<file path="src/rtl/enc_pkg.sv">
// Shared widths, FSM state type and small helpers for the event 8:3 encoder.
package enc_pkg;

  localparam int VEC_W = 8;
  localparam int IDX_W = 3;

  typedef enum logic {
    IDLE = 1'b0,
    EMIT = 1'b1
  } enc_state_t;

  // True when exactly one bit of the vector is set.
  function automatic logic onehot_count_is_one(input logic [VEC_W-1:0] v);
    return (v != '0) && ((v & (v - VEC_W'(1))) == '0);
  endfunction

endpackage

</file>
<file path="src/rtl/pri_enc8.sv">
// Combinational 8-bit priority encoder; LSB_FIRST picks which end wins.
module pri_enc8
  import enc_pkg::*;
#(
  parameter bit LSB_FIRST = 1'b1
) (
  input  logic [VEC_W-1:0] vec,
  output logic [IDX_W-1:0] idx
);

  // Scan from the low-priority end so the winning bit is assigned last.
  if (LSB_FIRST) begin : g_lsb
    always_comb begin
      idx = '0;
      for (int i = VEC_W - 1; i >= 0; i--) begin
        if (vec[i]) idx = IDX_W'(i);
      end
    end
  end else begin : g_msb
    always_comb begin
      idx = '0;
      for (int i = 0; i < VEC_W; i++) begin
        if (vec[i]) idx = IDX_W'(i);
      end
    end
  end

endmodule

</file>
<file path="src/rtl/event_encoder8to3.sv">
// Sequential 8:3 encoder: accepts a request vector, then streams the index of
// every set bit in priority order over a valid/ready output.
module event_encoder8to3
  import enc_pkg::*;
#(
  parameter bit LSB_FIRST = 1'b1
) (
  input  logic             clk,
  input  logic             rst,
  input  logic             in_valid,
  output logic             in_ready,
  input  logic [VEC_W-1:0] data_in,
  output logic             out_valid,
  input  logic             out_ready,
  output logic [IDX_W-1:0] data_out,
  output logic             out_last,
  output logic             zero_err
);

  enc_state_t       state_reg;
  logic [VEC_W-1:0] pending;
  logic             zero_err_reg;
  logic [IDX_W-1:0] cur_idx;
  logic [VEC_W-1:0] clear_mask;
  logic             beat_done;

  pri_enc8 #(
    .LSB_FIRST(LSB_FIRST)
  ) u_pri_enc (
    .vec(pending),
    .idx(cur_idx)
  );

  // All output beat fields come straight from state_reg and pending.
  assign out_valid  = (state_reg == EMIT);
  assign data_out   = cur_idx;
  assign out_last   = onehot_count_is_one(pending);
  assign zero_err   = zero_err_reg;
  assign clear_mask = VEC_W'(1) << cur_idx;
  assign beat_done  = out_valid && out_ready;
  assign in_ready   = (state_reg == IDLE) || (beat_done && out_last);

  always_ff @(posedge clk) begin
    if (rst) begin
      state_reg    <= IDLE;
      pending      <= '0;
      zero_err_reg <= 1'b0;
    end else begin
      zero_err_reg <= 1'b0;
      case (state_reg)
        IDLE: begin
          if (in_valid) begin
            if (data_in != '0) begin
              pending   <= data_in;
              state_reg <= EMIT;
            end else begin
              zero_err_reg <= 1'b1;
            end
          end
        end
        EMIT: begin
          if (out_ready) begin
            if (out_last) begin
              // Last beat doubles as an accept slot for the next vector.
              if (in_valid && (data_in != '0)) begin
                pending <= data_in;
              end else begin
                pending      <= '0;
                state_reg    <= IDLE;
                zero_err_reg <= in_valid;
              end
            end else begin
              pending <= pending & ~clear_mask;
            end
          end
        end
        default: begin
          state_reg <= IDLE;
          pending   <= '0;
        end
      endcase
    end
  end

endmodule
</file>
<file path="config.mk">
export PLATFORM = sky130hd
export DESIGN_NAME = event_encoder8to3
export DESIGN_NICKNAME = d
export VERILOG_FILES = /design/src/rtl/enc_pkg.sv /design/src/rtl/pri_enc8.sv /design/src/rtl/event_encoder8to3.sv
export SDC_FILE = /design/constraint.sdc
export NUM_CORES = 1
export LEC_CHECK = 0
export CORE_MARGIN = 2
export CORE_UTILIZATION = 49
export CTS_BUF_LIST = sky130_fd_sc_hd__clkbuf_8
export DETAILED_ROUTE_END_ITERATION = 6
export PLACE_DENSITY = 0.86
export RECOVER_POWER = 100
export SLEW_MARGIN = 30
export SYNTH_ARGS = -nofsm -noshare
export SYNTH_HDL_FRONTEND = slang
export SYNTH_SLANG_ARGS = --single-unit
</file>
<file path="constraint.sdc">
create_clock -name clk -period 2.95 [get_ports clk]
set_input_delay 0.59 -clock clk [delete_from_list [all_inputs] [get_ports clk]]
set_output_delay 0.59 -clock clk [all_outputs]
set_load 0.05 [all_outputs]
</file>
# Word level (Yosys, flattened, before mapping)
# Cells that the tools add are included.
[totals] inputBits=12 word_cells=47 out_inout_bits=7 register_bits=10
[classes] n_shift=1 n_reduce_logical=9 bitwise_logic=4 n_eq_ne=3 mux=26 n_addsub=1
[op_table] cell="8-bit two-way mux" count=5
[op_table] cell="3-bit two-way mux" count=8
[op_table] cell="8-bit AND" count=2
[op_table] cell="8-bit case mux with 2 select lines" count=1
[op_table] cell="8-bit nonzero test" count=2
[op_table] cell="1-bit two-way mux" count=10
[op_table] cell="8-bit logical NOT" count=1
[op_table] cell="8-bit NOT" count=1
[op_table] cell="1-bit by 3-bit left shift with 8-bit output (first input constant)" count=1
[op_table] cell="8-bit by 1-bit subtractor with 8-bit output (second input constant)" count=1
[op_table] cell="1-bit logical AND" count=4
[op_table] cell="2-bit != test (second input constant)" count=2
[op_table] cell="1-bit case mux with 2 select lines" count=2
[op_table] cell="3-bit AND reduction" count=1
[op_table] cell="2-bit by 1-bit != test with 1-bit output (second input constant)" count=1
[op_table] cell="1-bit logical OR" count=1
[op_table] cell="1-bit NOT" count=1

# Logic depth before layout (Yosys ltp)
[logic_depth] depth_word=14 mapped_depth=6 mapped_depth_nobuf=5

# By module
# From an unflattened synthesis, not the netlist that was laid out.
[hier_totals] cells_unflattened=100 hier_area_um2=807.0
[by_module_without_submodules] module="event_encoder8to3" area_each_um2=723.2 cells_per_inst=88 instances=1
[by_module_without_submodules] module="pri_enc8" area_each_um2=83.8 cells_per_inst=12 instances=1

# Worst setup path after synthesis
# No wires, ideal clock.
[synth_path] path_type="register to output" start="reg pending[1]" end="out out_last" path_buffers=1 stages_incl_launch_ff=7 setup_slack_ns=0.408 arrival_ns=1.952 path_cell_list="dfxtp_1 > buf_6 > or4_4 > or4b_1 > nand3_2 > o21bai_1 > inv_1"
[synth_between] elab_chain_len=4 elab_cells_between_ends=5 cone_classes="add/sub: 1; bitwise: 1; reduce/logical: 3"
[synth_rtl] element="start: declaration" line="event_encoder8to3.sv:21" rtl="logic [VEC_W-1:0] pending;"
[synth_rtl] element="start signal: assignment" line="event_encoder8to3.sv:54" rtl="pending <= data_in;"
[synth_rtl] element="start signal: assignment" line="event_encoder8to3.sv:66" rtl="pending <= data_in;"
[synth_rtl] element="start signal: assignment" line="event_encoder8to3.sv:73" rtl="pending <= pending & ~clear_mask;"
[synth_rtl] element="8-bit by 1-bit subtractor with 8-bit output" line="enc_pkg.sv:14" rtl="return (v != '0) && ((v & (v - VEC_W'(1))) == '0);"
[synth_rtl] element="8-bit AND" line="enc_pkg.sv:14"
[synth_rtl] element="8-bit logical NOT" line="enc_pkg.sv:14"
[synth_rtl] element="1-bit logical AND *" line="enc_pkg.sv:14"
[synth_rtl] element="end: declaration" line="event_encoder8to3.sv:16" rtl="output logic out_last,"
# Every way passes the cells marked *; elsewhere a longest branch is shown, timed or not.

# Worst setup path after layout
[layout_path] start="reg pending[0]" end="out in_ready"
[layout_between] elab_chain_len=6 elab_cells_between_ends=7 cone_classes="add/sub: 1; bitwise: 1; reduce/logical: 5"
[layout_rtl] element="8-bit by 1-bit subtractor with 8-bit output" line="enc_pkg.sv:14"
[layout_rtl] element="8-bit AND" line="enc_pkg.sv:14"
[layout_rtl] element="8-bit logical NOT" line="enc_pkg.sv:14"
[layout_rtl] element="1-bit logical AND *" line="enc_pkg.sv:14"
[layout_rtl] element="1-bit logical AND *" line="event_encoder8to3.sv:41" rtl="assign in_ready = (state_reg == IDLE) || (beat_done && out_last);"
[layout_rtl] element="1-bit logical OR *" line="event_encoder8to3.sv:41"
[layout_rtl] element="end: declaration" line="event_encoder8to3.sv:11" rtl="output logic in_ready,"
# Marks and branches as above.

==> flow_metrics.env <==
export IMPL_p_seq_share_pct=28.7
export IMPL_antenna_found_initial=0
export IMPL_first_iter_violations=63
export IMPL_cts_buffer_depth=2
export IMPL_cp_slowest_cell="or4_4"
export IMPL_cts_setup_buffers=0
export IMPL_grt_pass1_wl_um=3240
export IMPL_status="finished clean"
export IMPL_final_cells=123
export IMPL_postSynthAreaPerCell_um2=7.91
export IMPL_ant_nets=0
export IMPL_crit_path_end="in_ready"
export IMPL_slew_viol_final=0
export IMPL_power_frac_comb_pct=47.2
export IMPL_post_route_period_util_pct=96.2
export IMPL_grt_pass1_vias=728
export IMPL_io_pins=19
export IMPL_cts_inserted_buffers=3
export IMPL_hold_depth=1
export IMPL_cp_start_kind="register"
export IMPL_synthCells=89
export IMPL_largest_reg_flops=8
export IMPL_synth_area_top_cells="dfxtp_1 (28%), a21oi_1 (4.3%), a32o_1 (4.3%)"
export IMPL_dp_cells=120
export IMPL_ctsResizeCount=0
export IMPL_power_internal_mw=0.350
export IMPL_h_tree_depth=1
export IMPL_rr_endpoint="pending[6]"
export IMPL_place_area_um2=907
export IMPL_timing_slew_headroom_pct=66.4
export IMPL_coreArea_um2=1320
export IMPL_rsz0062_at_grt="no"
export IMPL_async_reset_ff_share_pct=0
export IMPL_clk_pin_slew_ps=50
export IMPL_grt_max_degree=11
export IMPL_antennaDiodeCount=0
export IMPL_row_count=13
export IMPL_cts_tree="done"
export IMPL_min_period_ps=2840
export IMPL_die_x_um=41.9
export IMPL_cellPowerDensity_nw_per_um2=617
export IMPL_drive_above_1_share_pct=10.2
export IMPL_synth_seq_area_share_pct=28.4
export IMPL_grtUsageTotal_pct=24.1
export IMPL_dieArea_um2=1760
export IMPL_hp_class="register to register"
export IMPL_crit_path_start="pending[0]"
export IMPL_final_nets=122
export IMPL_p_sw_mw=0.235
export IMPL_vias=779
export IMPL_detail_route_vias_per_cell=6.33
export IMPL_place_hpwl_um=1380
export IMPL_place_ws_ps=387
export IMPL_rr_startpoint="pending[0]"
export IMPL_cts_sinks=10
export IMPL_cp_data_arrival_time_ps=2250
export IMPL_ff2ff_setup_slack_ps=830
export IMPL_peakVddDrop_mv=0.443
export IMPL_critPathCaptureType="primary output"
export IMPL_maxCapViolations=0
export IMPL_start_util_pct=53.5
export IMPL_drc=0
export IMPL_clk_insertion_delay_late_ps=240
export IMPL_hold_viol_final=0
export IMPL_cts_hold_buf=0
export IMPL_max_freq_ghz=0.352
export IMPL_switching_share_pct=40.2
export IMPL_p_leak_nw=0.391
export IMPL_synth_edff_count=0
export IMPL_first_pass_iters=4
export IMPL_post_drt_wl_per_cell_um=15.8
export IMPL_synth_nets=101
export IMPL_yosys_area_top_type="dfxtp_1"
export IMPL_grt_ovfl_total=0
export IMPL_ys_types=37
export IMPL_syn2layout_area_growth_pct=34.6
export IMPL_totalWireLength_um=1950
export IMPL_worst_pin_slew_ps=502
export IMPL_syn_area_um2=704
export IMPL_root_buffer="clkbuf_8"
export IMPL_synth_seq_cells=10
export IMPL_finish_instance_area_um2=948
export IMPL_critPathMaxStageDelay_ps=570
export IMPL_p_clk_share_pct=24.2
export IMPL_fin_setup_tns_ps=0
export IMPL_setup_viol=0
export IMPL_finalWeightedCongestion=0.929
export IMPL_required_ps=2360
export IMPL_port_buffers=18
export IMPL_final_cell_mix="clkdlybuf4s50_1 (10), dfxtp_1 (10), nor2_1 (7), nand2_1 (7), o21ai_0 (7)"
export IMPL_clock_skew_ps=4.23
export IMPL_synth_warnings=0
export IMPL_die_h_um=41.9
export IMPL_cp_cell_sequence="or4_4 > or4b_1 > nand3_2 > o21a_2 > buf_12"
export IMPL_synth_top_cell_area_share_pct=28.4
export IMPL_worst_slack_ps=113
export IMPL_ys_flop_type="dfxtp_1"
export IMPL_cp_max_fo=8
export IMPL_worst_r2r_cell_count=5
export IMPL_criticalPathCategory="register to primary output"
-- stage by stage --
step / hold slack, ps / utilization (%) / power (mW)
global route: 644 / 72.0 / 0.608
finish: 578 / 72.0 / 0.586
detailed placement: 577 / 68.9 / 0.448
CTS: 582 / 72.0 / 0.588
global placement: 566 / 68.9 / 0.444
floorplan: 527 / - / 0.347
-- per-layer routing --
| metal | GRT usage (%) | part of all wire, % | wire length, um |
|---|---|---|---|
| met1 | 30.9 | 42 | 820 |
| met4 | 9.68 | 2.6 | 51 |
| met3 | 3.91 | 7.0 | 136 |
| met5 | 0 | 0 | 0 |
| met2 | 40.0 | 48 | 937 |
-- power groups by stage --
stage	logic, mW	clock network [mW]	registers, mW
5_1_grt	0.293	0.145	0.170
3_5_place_dp	0.279	0	0.170
6_report	0.276	0.142	0.168
2_1_floorplan	0.182	0	0.165
4_1_cts	0.281	0.139	0.167
3_3_place_gp	0.276	0	0.169
-- cells in the mapped netlist (all sizes together), types with 2 or more instances --
cell type  count
dfxtp         10
o21ai          8
nand2          7
nor2           7
a21oi          6
nor3           5
inv            4
nor2b          4
or4            4
a22o           3
a32o           3
buf            3
and3           2
nand2b         2
nand4          2
o21bai         2
o31ai          2
-- worst max-delay path, delay by kind of cell, from the launching register on --
family	cells	cell delay (ps)
DFF	1	370
AOI/OAI and AO/OA	1	240
buffers and inverters	1	150
and+or+nand+nor	3	1240
-- layout make-up --
cell class              instances  area (um^2)
multi-input cells              72          465
clock buffers                   3         41.3
well taps                      15         18.8
fillers                       101          369
repair buffers                 19          208
flip-flops and latches         10          200
inverters                       4         15.0
-- kinds of logic (layout without fill, tap and decap cells) --
family,after synthesis,after routing,share of synthesized area [%]
AND/OR/NAND/NOR,40,40,32.7
AO/OA/AOI/OAI,31,31,32.0
flip-flops,10,10,28.4
buffers and inverters,7,26,5.51
multiplexers,1,1,1.42
-- worst min path at each step --
stage	start	end	slack, ps
after global placement	out_valid	pending[0]	570
after detailed placement	out_valid	pending[0]	580
after CTS	out_valid	pending[0]	580
after floorplan	pending[3]	pending[3]	530
after global routing	out_valid	pending[0]	640
final	out_valid	pending[0]	580
Note: power is estimated with default switching activity, not from simulation.
